<file path="config.mk">
export PLATFORM = sky130hd
export DESIGN_NAME = if_stage
export DESIGN_NICKNAME = d
export VERILOG_FILES = /design/src/rtl/mips_pkg.sv /design/src/rtl/pc_reg.sv /design/src/rtl/if_stage.sv
export SDC_FILE = /design/constraint.sdc
export NUM_CORES = 1
export LEC_CHECK = 0
export BUFFER_PORTS_ARGS = -buffer_cell sky130_fd_sc_hd__buf_2
export CORE_MARGIN = 4
export CORE_UTILIZATION = 45
export DETAILED_ROUTE_END_ITERATION = 16
export GPL_ROUTABILITY_DRIVEN = 0
export HOLD_SLACK_MARGIN = 0.03
export PLACE_DENSITY_LB_ADDON = 0.2
export SLEW_MARGIN = 25
export SYNTH_ARGS = -nofsm -noshare
export SYNTH_HDL_FRONTEND = slang
export SYNTH_SLANG_ARGS = --single-unit
</file>
<file path="constraint.sdc">
create_clock -name clk -period 2.75 [get_ports clk]
set_clock_uncertainty 0.05 [all_clocks]
set_input_delay 0.1375 -clock clk [delete_from_list [all_inputs] [get_ports clk]]
set_output_delay 0.1375 -clock clk [all_outputs]
set_load 0.01 [all_outputs]
</file>
<file path="src/rtl/mips_pkg.sv">
// Shared MIPS front-end definitions: fetch FSM encoding, NOP word, opcode field
// bounds and the primary opcodes decoded by the main control unit.
package mips_pkg;

  typedef enum logic [1:0] {
    ST_IDLE = 2'd0,
    ST_REQ  = 2'd1,
    ST_HOLD = 2'd2,
    ST_DROP = 2'd3
  } if_state_t;

  localparam logic [31:0] NOP_INSTR  = 32'h0000_0000;
  localparam int          OPCODE_MSB = 31;
  localparam int          OPCODE_LSB = 26;

  localparam logic [5:0] OP_RTYPE = 6'h00;
  localparam logic [5:0] OP_J     = 6'h02;
  localparam logic [5:0] OP_JAL   = 6'h03;
  localparam logic [5:0] OP_BEQ   = 6'h04;
  localparam logic [5:0] OP_BNE   = 6'h05;
  localparam logic [5:0] OP_ADDI  = 6'h08;
  localparam logic [5:0] OP_LW    = 6'h23;
  localparam logic [5:0] OP_SW    = 6'h2B;

  function automatic logic [31:0] word_align(input logic [31:0] addr);
    return {addr[31:2], 2'b00};
  endfunction

endpackage

</file>
<file path="src/rtl/pc_reg.sv">
// Fetch program counter: holds the PC, forms PC+4 (mod 2^32) and selects the
// next PC, with a word-aligned redirect target taking priority over advance.
module pc_reg
  import mips_pkg::*;
#(
  parameter logic [31:0] RESET_PC = 32'h0000_0000
) (
  input  logic        clk,
  input  logic        rst_n,
  input  logic        inc,
  input  logic        load,
  input  logic [31:0] target,
  output logic [31:0] pc_next,
  output logic [31:0] pc_plus4
);

  logic [31:0] pc_r;

  assign pc_plus4 = pc_r + 32'd4;

  // next-PC select: redirect beats sequential advance
  always_comb begin
    pc_next = pc_r;
    if (load) begin
      pc_next = word_align(target);
    end else if (inc) begin
      pc_next = pc_plus4;
    end else begin
      pc_next = pc_r;
    end
  end

  // PC register
  always_ff @(posedge clk or negedge rst_n) begin
    if (!rst_n) begin
      pc_r <= RESET_PC;
    end else begin
      pc_r <= pc_next;
    end
  end

endmodule

</file>
<file path="src/rtl/if_stage.sv">
// Instruction fetch stage: request/ack instruction-memory handshake, redirect
// handling and a registered instruction slot. Optional IF_PERF_CNT_EN adds counters.
module if_stage
  import mips_pkg::*;
#(
  parameter logic [31:0] RESET_PC         = 32'h0000_0000,
  parameter int          IMEM_LATENCY_MAX = 15
) (
  input  logic        clk,
  input  logic        rst_n,
  output logic        imem_req,
  output logic [31:0] imem_addr,
  input  logic        imem_ack,
  input  logic [31:0] imem_rdata,
  input  logic        stall,
  input  logic        redirect_valid,
  input  logic [31:0] redirect_pc,
  output logic        if_valid,
  output logic [31:0] if_instr,
  output logic [31:0] if_pc4,
  output logic [5:0]  if_opcode
`ifdef IF_PERF_CNT_EN
  ,
  output logic [31:0] fetch_cnt,
  output logic [31:0] stall_cnt
`endif
);

  if_state_t   state_r;
  logic        capture_s;
  logic        redir_s;
  logic [31:0] pc_next_s;
  logic [31:0] pc_plus4_s;

  // A capture is an ack in REQ that is not cancelled by a same-cycle redirect.
  assign capture_s = (state_r == ST_REQ) & imem_ack & ~redirect_valid;
  // IDLE ignores redirects so the first fetch is always RESET_PC.
  assign redir_s   = redirect_valid & (state_r != ST_IDLE);
  assign if_opcode = if_instr[OPCODE_MSB:OPCODE_LSB];

  pc_reg #(
    .RESET_PC (RESET_PC)
  ) u_pc_reg (
    .clk      (clk),
    .rst_n    (rst_n),
    .inc      (capture_s),
    .load     (redir_s),
    .target   (redirect_pc),
    .pc_next  (pc_next_s),
    .pc_plus4 (pc_plus4_s)
  );

  // fetch FSM with registered request and address
  always_ff @(posedge clk or negedge rst_n) begin
    if (!rst_n) begin
      state_r   <= ST_IDLE;
      imem_req  <= 1'b0;
      imem_addr <= RESET_PC;
    end else begin
      case (state_r)
        ST_IDLE: begin
          state_r   <= ST_REQ;
          imem_req  <= 1'b1;
          imem_addr <= pc_next_s;
        end
        ST_REQ: begin
          if (imem_ack) begin
            imem_addr <= pc_next_s;
            if (redirect_valid || !stall) begin
              state_r  <= ST_REQ;
              imem_req <= 1'b1;
            end else begin
              state_r  <= ST_HOLD;
              imem_req <= 1'b0;
            end
          end else if (redirect_valid) begin
            // address stays on the outstanding request until its ack
            state_r  <= ST_DROP;
            imem_req <= 1'b1;
          end else begin
            state_r  <= ST_REQ;
            imem_req <= 1'b1;
          end
        end
        ST_HOLD: begin
          if (redirect_valid || !stall) begin
            state_r   <= ST_REQ;
            imem_req  <= 1'b1;
            imem_addr <= pc_next_s;
          end else begin
            state_r  <= ST_HOLD;
            imem_req <= 1'b0;
          end
        end
        ST_DROP: begin
          imem_req <= 1'b1;
          if (imem_ack) begin
            state_r   <= ST_REQ;
            imem_addr <= pc_next_s;
          end else begin
            state_r <= ST_DROP;
          end
        end
        default: begin
          state_r   <= ST_IDLE;
          imem_req  <= 1'b0;
          imem_addr <= RESET_PC;
        end
      endcase
    end
  end

  // instruction slot: redirect flush, capture, consume, or hold
  always_ff @(posedge clk or negedge rst_n) begin
    if (!rst_n) begin
      if_valid <= 1'b0;
      if_instr <= NOP_INSTR;
      if_pc4   <= 32'h0000_0000;
    end else if (redirect_valid) begin
      if_valid <= 1'b0;
      if_instr <= NOP_INSTR;
    end else if (capture_s) begin
      if_valid <= 1'b1;
      if_instr <= imem_rdata;
      if_pc4   <= pc_plus4_s;
    end else if (if_valid && !stall) begin
      if_valid <= 1'b0;
      if_instr <= NOP_INSTR;
    end else begin
      if_valid <= if_valid;
    end
  end

`ifdef IF_PERF_CNT_EN
  // wrapping performance counters
  always_ff @(posedge clk or negedge rst_n) begin
    if (!rst_n) begin
      fetch_cnt <= 32'd0;
      stall_cnt <= 32'd0;
    end else begin
      if (capture_s) begin
        fetch_cnt <= fetch_cnt + 32'd1;
      end
      if (if_valid && stall) begin
        stall_cnt <= stall_cnt + 32'd1;
      end
    end
  end
`endif

endmodule

</file>
* After elaboration in Yosys (flattened, before gate mapping)
Cells that the tools add are included.
Storage, ports and cells: register bits after elaboration 132, bits of input ports 69
Cells by class: add/sub/neg operators 1, equality and inequality tests 5, muxes and demuxes 19, bitwise operators 4, reduce and logical (&&, ||, !) cells 10
Operator list (number):
- $mux W32 | 7
- $pmux W32 S3 | 1
- $add A32 B3 Y32 const B | 1
- $mux W2 | 4
- $pmux W2 S4 | 1
- $mux W1 | 5
- $eq A2 B2 Y1 const B | 2
- $reduce_and A2 Y1 | 2
- $reduce_or A2 Y1 | 2
- $and A1 B1 Y1 | 3
- $pmux W1 S3 | 1
- $reduce_bool A3 Y1 | 1
- $eq A2 B1 Y1 const B | 1
- $logic_not A2 Y1 | 1
- $ne A2 B1 Y1 const B | 1
- $ne A2 B2 Y1 const B | 1
- $reduce_bool A2 Y1 | 1
- $logic_and A1 B1 Y1 | 1
- $logic_not A1 Y1 | 1
- $logic_or A1 B1 Y1 | 1
- $not A1 Y1 | 1

* Longest topological paths before layout
Gate-level depths: netlist of run 1.
depth in word-level cells 7, depth in mapped cells 9, gate-level depth less buffers 7

* By module
From an unflattened synthesis of run 1, not the netlist that was laid out.
Unflattened totals: cell total of the unflattened synthesis 528, area total of the unflattened synthesis 6183.4 um^2
By module, submodules not included:
- if_stage | times used 1, cells an instance 244, area each 3881.2 um^2, sequential area each 2502.4 um^2
- pc_reg | times used 1, cells an instance 284, area each 2302.2 um^2, sequential area each 800.8 um^2

* Least setup slack after synthesis of run 1
Ideal clock, no wire load.
path kind reg2reg, start point register state_r[1], end point register imem_addr[20], setup time 0.125 ns, arrival 2.134 ns, data required time 2.575 ns, slack 0.441 ns, cell stages (with the launch flop) 10, buffers on the path 2, clock period less this slack 2.309 ns, cells stage by stage dfrtp_1 > inv_1 > ha_1 > buf_2 > nand3b_1 > or4_4 > buf_6 > o311ai_4 > o211ai_2 > mux2_2
On the way: word-level cells in the longest chain between the ends 7
Ends and longest elaborated chain:
- start, declared | line if_stage.sv:29 | if_state_t state_r;
- start signal, assigned | line if_stage.sv:56 | state_r <= ST_IDLE;
- start signal, assigned | line if_stage.sv:62 | state_r <= ST_REQ;
- start signal, assigned | line if_stage.sv:70 | state_r <= ST_REQ;
- $eq A2 B1 Y1 | line if_stage.sv:36 | assign capture_s = (state_r == ST_REQ) & imem_ack & ~redirect_valid;
- $and A1 B1 Y1 (2 in series) | line if_stage.sv:36
- $mux W32 | line pc_reg.sv:26 | end else if (inc) begin
- $mux W32 * | line pc_reg.sv:24 | if (load) begin
- named net pc_next_s[20] | line if_stage.sv:32 | logic [31:0] pc_next_s;
- $mux W32 (on tied branches) | line if_stage.sv:67, if_stage.sv:97, if_stage.sv:86
- $pmux W32 S3 * | line if_stage.sv:60 | case (state_r)
- end signal, assigned | line if_stage.sv:64 | imem_addr <= pc_next_s;
- end signal, assigned | line if_stage.sv:68 | imem_addr <= pc_next_s;
- end signal, assigned | line if_stage.sv:99 | imem_addr <= pc_next_s;
- end, declared | line if_stage.sv:12 | output logic [31:0] imem_addr,
The timed path passes the listed nets; every way through them passes the cells marked *. The select of a mux whose other input is x is not followed. A chain may end at the register's enable or synchronous reset.

* Worst setup path in the final report of run 1
Same ends and word-level chain as after synthesis.

==> impl_metrics.tcl, run 1 <==
set metrics [dict create \
    grt.overflow.total 0 \
    slew_violations 0 \
    clock-sinks 132 \
    max_stage_delay_ns 0.56 \
    fin_util_pct 63.0 \
    min_period_over_period_pct 91.7 \
    p_total_mw 8.65 \
    hold_viol 0 \
    core_area_mm2 0.0132 \
    max-cap-violations 0 \
    num_antenna_cells 0 \
    dieHeight_um 124 \
    cts_tree "yes" \
    yosysUniqueCellTypes 45 \
    yosys-top-cells-area "dfrtp_1, nand2_1, a22o_1, xnor2_1, xor2_1" \
    port_buffers 170 \
    drt_iter0_drc 416 \
    crit_start "state_r[1]" \
    die_area_mm2 0.0154 \
    drive_above_1_share_pct 29.4 \
    fillers 1053 \
    reg2reg_slack_ns 0.23 \
    drc 0 \
    whs_path_depth 2 \
    hp-start "imem_ack" \
    placed_area_mm2 0.00707 \
    max_freq_ghz 0.396 \
    antenna_found_initial 0 \
    critical_path_class "reg2reg" \
    drt-total-wl_um 16200 \
    setup_tns_ns 0 \
    rows 42 \
    cp_max_fo 8 \
    cts.reportedPaths.clkPinSlew_ns 0.05 \
    outcome "finished clean" \
    peakVddDrop_mv 0.473 \
    die_w_um 124 \
    worst_pin_slew_ns 0.721 \
    clock_latency_ns 0.41 \
    syn2layout_area_growth_pct 37.2 \
    syn-mean-instance-area_um2 10.3 \
    fin_area_mm2 0.00831 \
    reg2reg_depth 7 \
    rr_endpoint "imem_addr[20]" \
    dp_hpwl_um 10500 \
    syn_inst 586 \
    grt.total_usage_pct 21.8 \
    drtAntennaViolNets 0 \
    min_period_ns 2.52 \
    clock_path_buffers 2 \
    wl_per_cell_um 16.3 \
    setup_viol 0 \
    yosysSeqAreaShare_pct 54.6 \
    grt_max_degree 133 \
    grt_setup_unrepaired "no" \
    p_per_area_mw_per_mm2 1040 \
    syn_area_mm2 0.00605 \
    seq_area_mm2 0.00330 \
    worstSetupEndpointType "flop" \
    h-tree-depth 4 \
    holdPathEnd "imem_req" \
    reg2reg_from "state_r[1]" \
    grt_pass1_vias 5227 \
    synthArstFlopShare_pct 100 \
    required_ns 2.99 \
    io_pins 173 \
    yosysTopAreaCellShare_pct 54.6 \
    synth-seq-cells 132 \
    vias 5192 \
    critical-path-top-delay-family "simple AND/OR/NAND/NOR gates" \
    multi_input_area_mm2 0.00254 \
    p_leak_nw 3.87 \
    grt_pass1_wl_um 26000 \
    hp-class "in2reg" \
    synth_top_cell_by_area "dfrtp_1" \
    cts_buffers 17 \
    vias_per_cell 5.23 \
    start_kind "flop" \
    initial_core_util_pct 45.9 \
    cts_root_buffer "clkbuf_16" \
    slew-limit-headroom_pct 52.0 \
    synth-main-ff-cell "dfrtp_1" \
    synth_edf_count 0 \
    nets 878 \
    crit_buf_inv 1 \
    worstPathCellList "inv_1, ha_1, nand3b_1, or4_4, o311ai_4, o211ai_2, mux2_2" \
    arrival_ns 2.76 \
    syn_nets 660 \
    yosys_warnings 0 \
    first_pass_iters 5 \
    slowest_stage "or4_4" \
]
## cell type report
type	instances	area share (%)
clock buffers	23	5.51
clock inverters	9	1.84
inverters	5	0.226
multi-input cells	399	30.6
flip-flops and latches	132	39.8
well taps	176	2.65
repair buffers	249	19.5
## cell families (layout without fill, tap and decap cells)
kind of cell    Yosys count  after routing  share of synthesized area (%)
fa+ha+maj                 5              5                           1.03
simple gates            207            207                           16.2
xor+xnor                 54             54                           7.81
flops                   132            132                           54.6
buf+inv                  55            286                           4.15
mux                      13             13                           2.42
compound gates          120            120                           13.8
## stage by stage
| step | std cells | setup WS (ns) | hold WS, ns |
|---|---|---|---|
| 2_1_floorplan | 586 | 0.441 | -0.208 |
| 3_3_place_gp | 898 | 0.285 | 0.253 |
| 3_5_place_dp | 898 | 0.235 | 0.268 |
| 4_1_cts | 993 | 0.232 | 0.0369 |
| 5_1_grt | 993 | 0.0158 | 0.0744 |
| 6_report | 993 | 0.228 | 0.0556 |
## report_power, final
part	total, mW	switching, mW	internal, mW
clock network	2.35	0.816	1.54
logic	2.95	1.65	1.30
registers	3.34	0.661	2.68
## layer usage
layer	GRT usage [%]	vias to the layer above	wire length, um
li1	-	2481	-
met1	28.3	2482	6870
met2	35.4	198	7810
met3	5.50	31	1110
met4	8.01	0	367
met5	0	-	0
## registers in the layout, indices dropped and copies added (netlist names)
name / flops
imem_addr: 32
if_instr: 32
if_valid: 1
state_r: 2
imem_req: 1
u_pc_reg.pc_r: 32
if_pc4: 32
## synthesized netlist by cell type (all sizes together) (4+ instances only)
library cell  instances
dfrtp               132
clkbuf               31
buf                  19
nand2                96
and3                  4
xnor2                27
nor3                  5
mux2                 13
o21ai                37
nor4                 11
o221ai               17
a22o                 33
nand4                13
nor2                 37
nand3                24
a21oi                24
inv                   5
ha                    5
xor2                 27
and4                  4
## how the worst max path moves through the flow
stage,cells after the start,to,slack (ns)
after detailed placement,7,imem_addr[20],0.24
after global placement,7,imem_addr[20],0.29
after floorplan,9,imem_addr[20],0.44
after global routing,7,imem_addr[28],0.02
after CTS,7,imem_addr[20],0.23
final,7,imem_addr[20],0.23
## repair_timing
item                                   4_1_cts  5_1_grt
resized for setup                            0        0
endpoints found under the hold margin      210        0
buffers inserted                             0        0
hold buffers                                63        0
## worst register-to-register path, cell delays in order (launching register included)
cell and delay [ns]:
dfrtp_1 0.39, inv_1 0.09, ha_1 0.33, nand3b_1 0.27, or4_4 0.56, o311ai_4 0.31, o211ai_2 0.13, mux2_2 0.27
## layout by cell type (no fill, tap or decap), drive strengths merged, types with 5 or more instances in the layout
cell and n:
ha 5, a22o 33, nor4 11, nand3 24
a21oi 24, buf 186, mux2 13, nor3 5
dlygate4sd3 63, o21ai 37, xor2 27, inv 5
xnor2 27, clkbuf 23, nand2 96, nand4 13
o221ai 17, dfrtp 132, nor2 37
Power figures use the tool's default switching activity.
==> inputs of run 2 (changes only) <==
Settings changed: ABC_CLOCK_PERIOD_IN_PS set to 2750, CORE_UTILIZATION 45 to 52.
==> run 2 against run 1 <==
Net effect: global-route usage rose by 4.3 points; non-clock buffer count did not move; total power fell by 1.0%; sequential share of layout area rose by 0.20 points; final cell count fell by 3.3%; critical path type unchanged; critical endpoint is now imem_addr[21]; highest routed layer unchanged; via count rose by 2.3%; register-to-register slack improved by 0.05 ns.
==> impl_metrics.tcl, run 2 (synthesized netlist as in run 1, its figures left out) <==
set metrics [dict create \
    outcome "finished clean" \
    cts_setup_buffers 0 \
    h-tree-depth 4 \
    required_ns 2.97 \
    hp-class "in2reg" \
    dieHeight_um 116 \
    p_int_mw 5.39 \
    peakVddDrop_mv 0.555 \
    drt-total-wl_um 16600 \
    setup_viol 0 \
    max_stage_delay_ns 0.39 \
    grt_pass1_wl_um 27300 \
    p_sw_mw 3.17 \
    arrival_ns 2.70 \
    worstSetupEndpointType "flop" \
    first_pass_iters 5 \
    drc 0 \
    initial_core_util_pct 53.0 \
    slew_violations 0 \
    io_pins 173 \
    drt_iter0_drc 411 \
    whs_ns 0.0403 \
    drtAntennaViolNets 0 \
    combPwrFrac_pct 34.5 \
    setup_tns_ns 0 \
    rows 39 \
    p_per_area_mw_per_mm2 1040 \
    grt_setup_unrepaired "no" \
    cts_tree "yes" \
    slew-limit-headroom_pct 50.0 \
    num_antenna_cells 0 \
    max-cap-violations 0 \
    cp_max_fo 70 \
    die_w_um 116 \
    fin_util_pct 72.4 \
    drive_above_1_share_pct 29.9 \
    cts_buffers 17 \
    p_leak_nw 3.87 \
    antenna_found_initial 0 \
    wl_per_cell_um 17.3 \
    hold_buffers 63 \
    worstPathCellList "inv_1, ha_1, nand3b_1, buf_12, nor4_2, buf_4, nand4_1, xor2_1, o221ai_1" \
    clock_path_buffers 2 \
    hold_viol 0 \
    fillers 834 \
    vias 5312 \
    clock-sinks 132 \
    clock_latency_ns 0.41 \
    max_freq_ghz 0.404 \
    die_area_mm2 0.0134 \
    grt.overflow.total 0 \
    core_area_mm2 0.0114 \
    min_period_ns 2.48 \
    final_cell_mix "buf_2, dfrtp_1, nand2_1" \
    grt_pass1_vias 5506 \
    cts_root_buffer "clkbuf_16" \
    postCtsResizedCells 0 \
    final_common_cell "buf_2" \
    p_seq_share_pct 39.1 \
    whs_path_depth 2 \
    worst_pin_slew_ns 0.751 \
    critical_path_class "reg2reg" \
    clkPwrFrac_pct 26.4 \
    start_kind "flop" \
    vias_per_cell 5.53 \
    cts.reportedPaths.clkPinSlew_ns 0.05 \
    syn2layout_area_growth_pct 36.5 \
    slowest_stage "dfrtp_1" \
    dp_hpwl_um 10600 \
    port_buffers 170 \
    grt.total_usage_pct 26.0 \
    nets 878 \
    reg2reg_depth 9 \
    grt_max_degree 71 \
    switching_share_pct 37.1 \
    min_period_over_period_pct 90.0 \
]
run 2: cell count changes in the layout (fill, tap and decap cells not counted):
cell / previous run / this run
buf_12: 1 / 2
buf_4: 16 / 15
bufinv_16: 4 / 2
clkbuf_1: 5 / 1
clkbuf_8: 1 / 3
clkinv_4: 0 / 2
clkinvlp_4: 3 / 4
inv_6: 0 / 1
run 2: worst max-delay path, delay by kind of cell, from the launching register on:
family / cells / cell delay, ns
compound gates: 1 / 0.14
flops: 1 / 0.39
fa+ha+maj: 1 / 0.35
xor+xnor: 1 / 0.23
simple gates: 3 / 0.60
buf+inv: 3 / 0.57
run 2: through the flow:
step | cells | worst slack, ns | area, um2 | power, mW
after floorplan | 586 | 0.441 | 6050 | 5.10
after global placement | 865 | 0.343 | 7040 | 6.11
after detailed placement | 865 | 0.267 | 7040 | 6.24
after CTS | 960 | 0.252 | 8270 | 8.59
after global routing | 960 | 0.0537 | 8270 | 9.11
final | 960 | 0.274 | 8270 | 8.56
run 2: power by group through the flow:
stage          combinational [mW]  sequential (mW)  clock (mW)
2_1_floorplan                1.71             3.39           0
3_3_place_gp                 2.80             3.31           0
3_5_place_dp                 2.89             3.35           0
4_1_cts                      2.97             3.34        2.29
5_1_grt                      3.29             3.45        2.38
6_report                     2.96             3.35        2.26
run 2: final timing paths:
| kind | startpoint | endpoint | slack [ns] |
|---|---|---|---|
| min reg2reg | u_pc_reg.pc_r[0] | if_pc4[0] | 0.41 |
| min in group asynchronous | rst_n | if_pc4[20] | 0.28 |
| max | state_r[1] | imem_addr[21] | 0.27 |
| max in group asynchronous | rst_n | if_instr[21] | 1.61 |
| min | imem_ack | imem_req | 0.04 |
| max reg2reg | state_r[1] | imem_addr[21] | 0.27 |
run 2: cell type report:
cell class                 instances  area (um2)  share of cell area (%)
timing repair buffer             249        1630                    19.7
inverter                           5        18.8                   0.227
multi-input combinational        399        2540                    30.7
tap                              143         179                    2.16
clock buffer                      21         470                    5.69
clock inverter                    11         126                    1.53
sequential                       132        3300                    40.0
run 2: per-layer routing:
metal  wire length, um  vias to the layer above  track usage (%)
li1                  -                     2482                -
met1              6730                     2593             32.7
met2              8400                      213             43.3
met3              1230                       24             6.95
met4               239                        0             9.82
met5                 0                        -                0
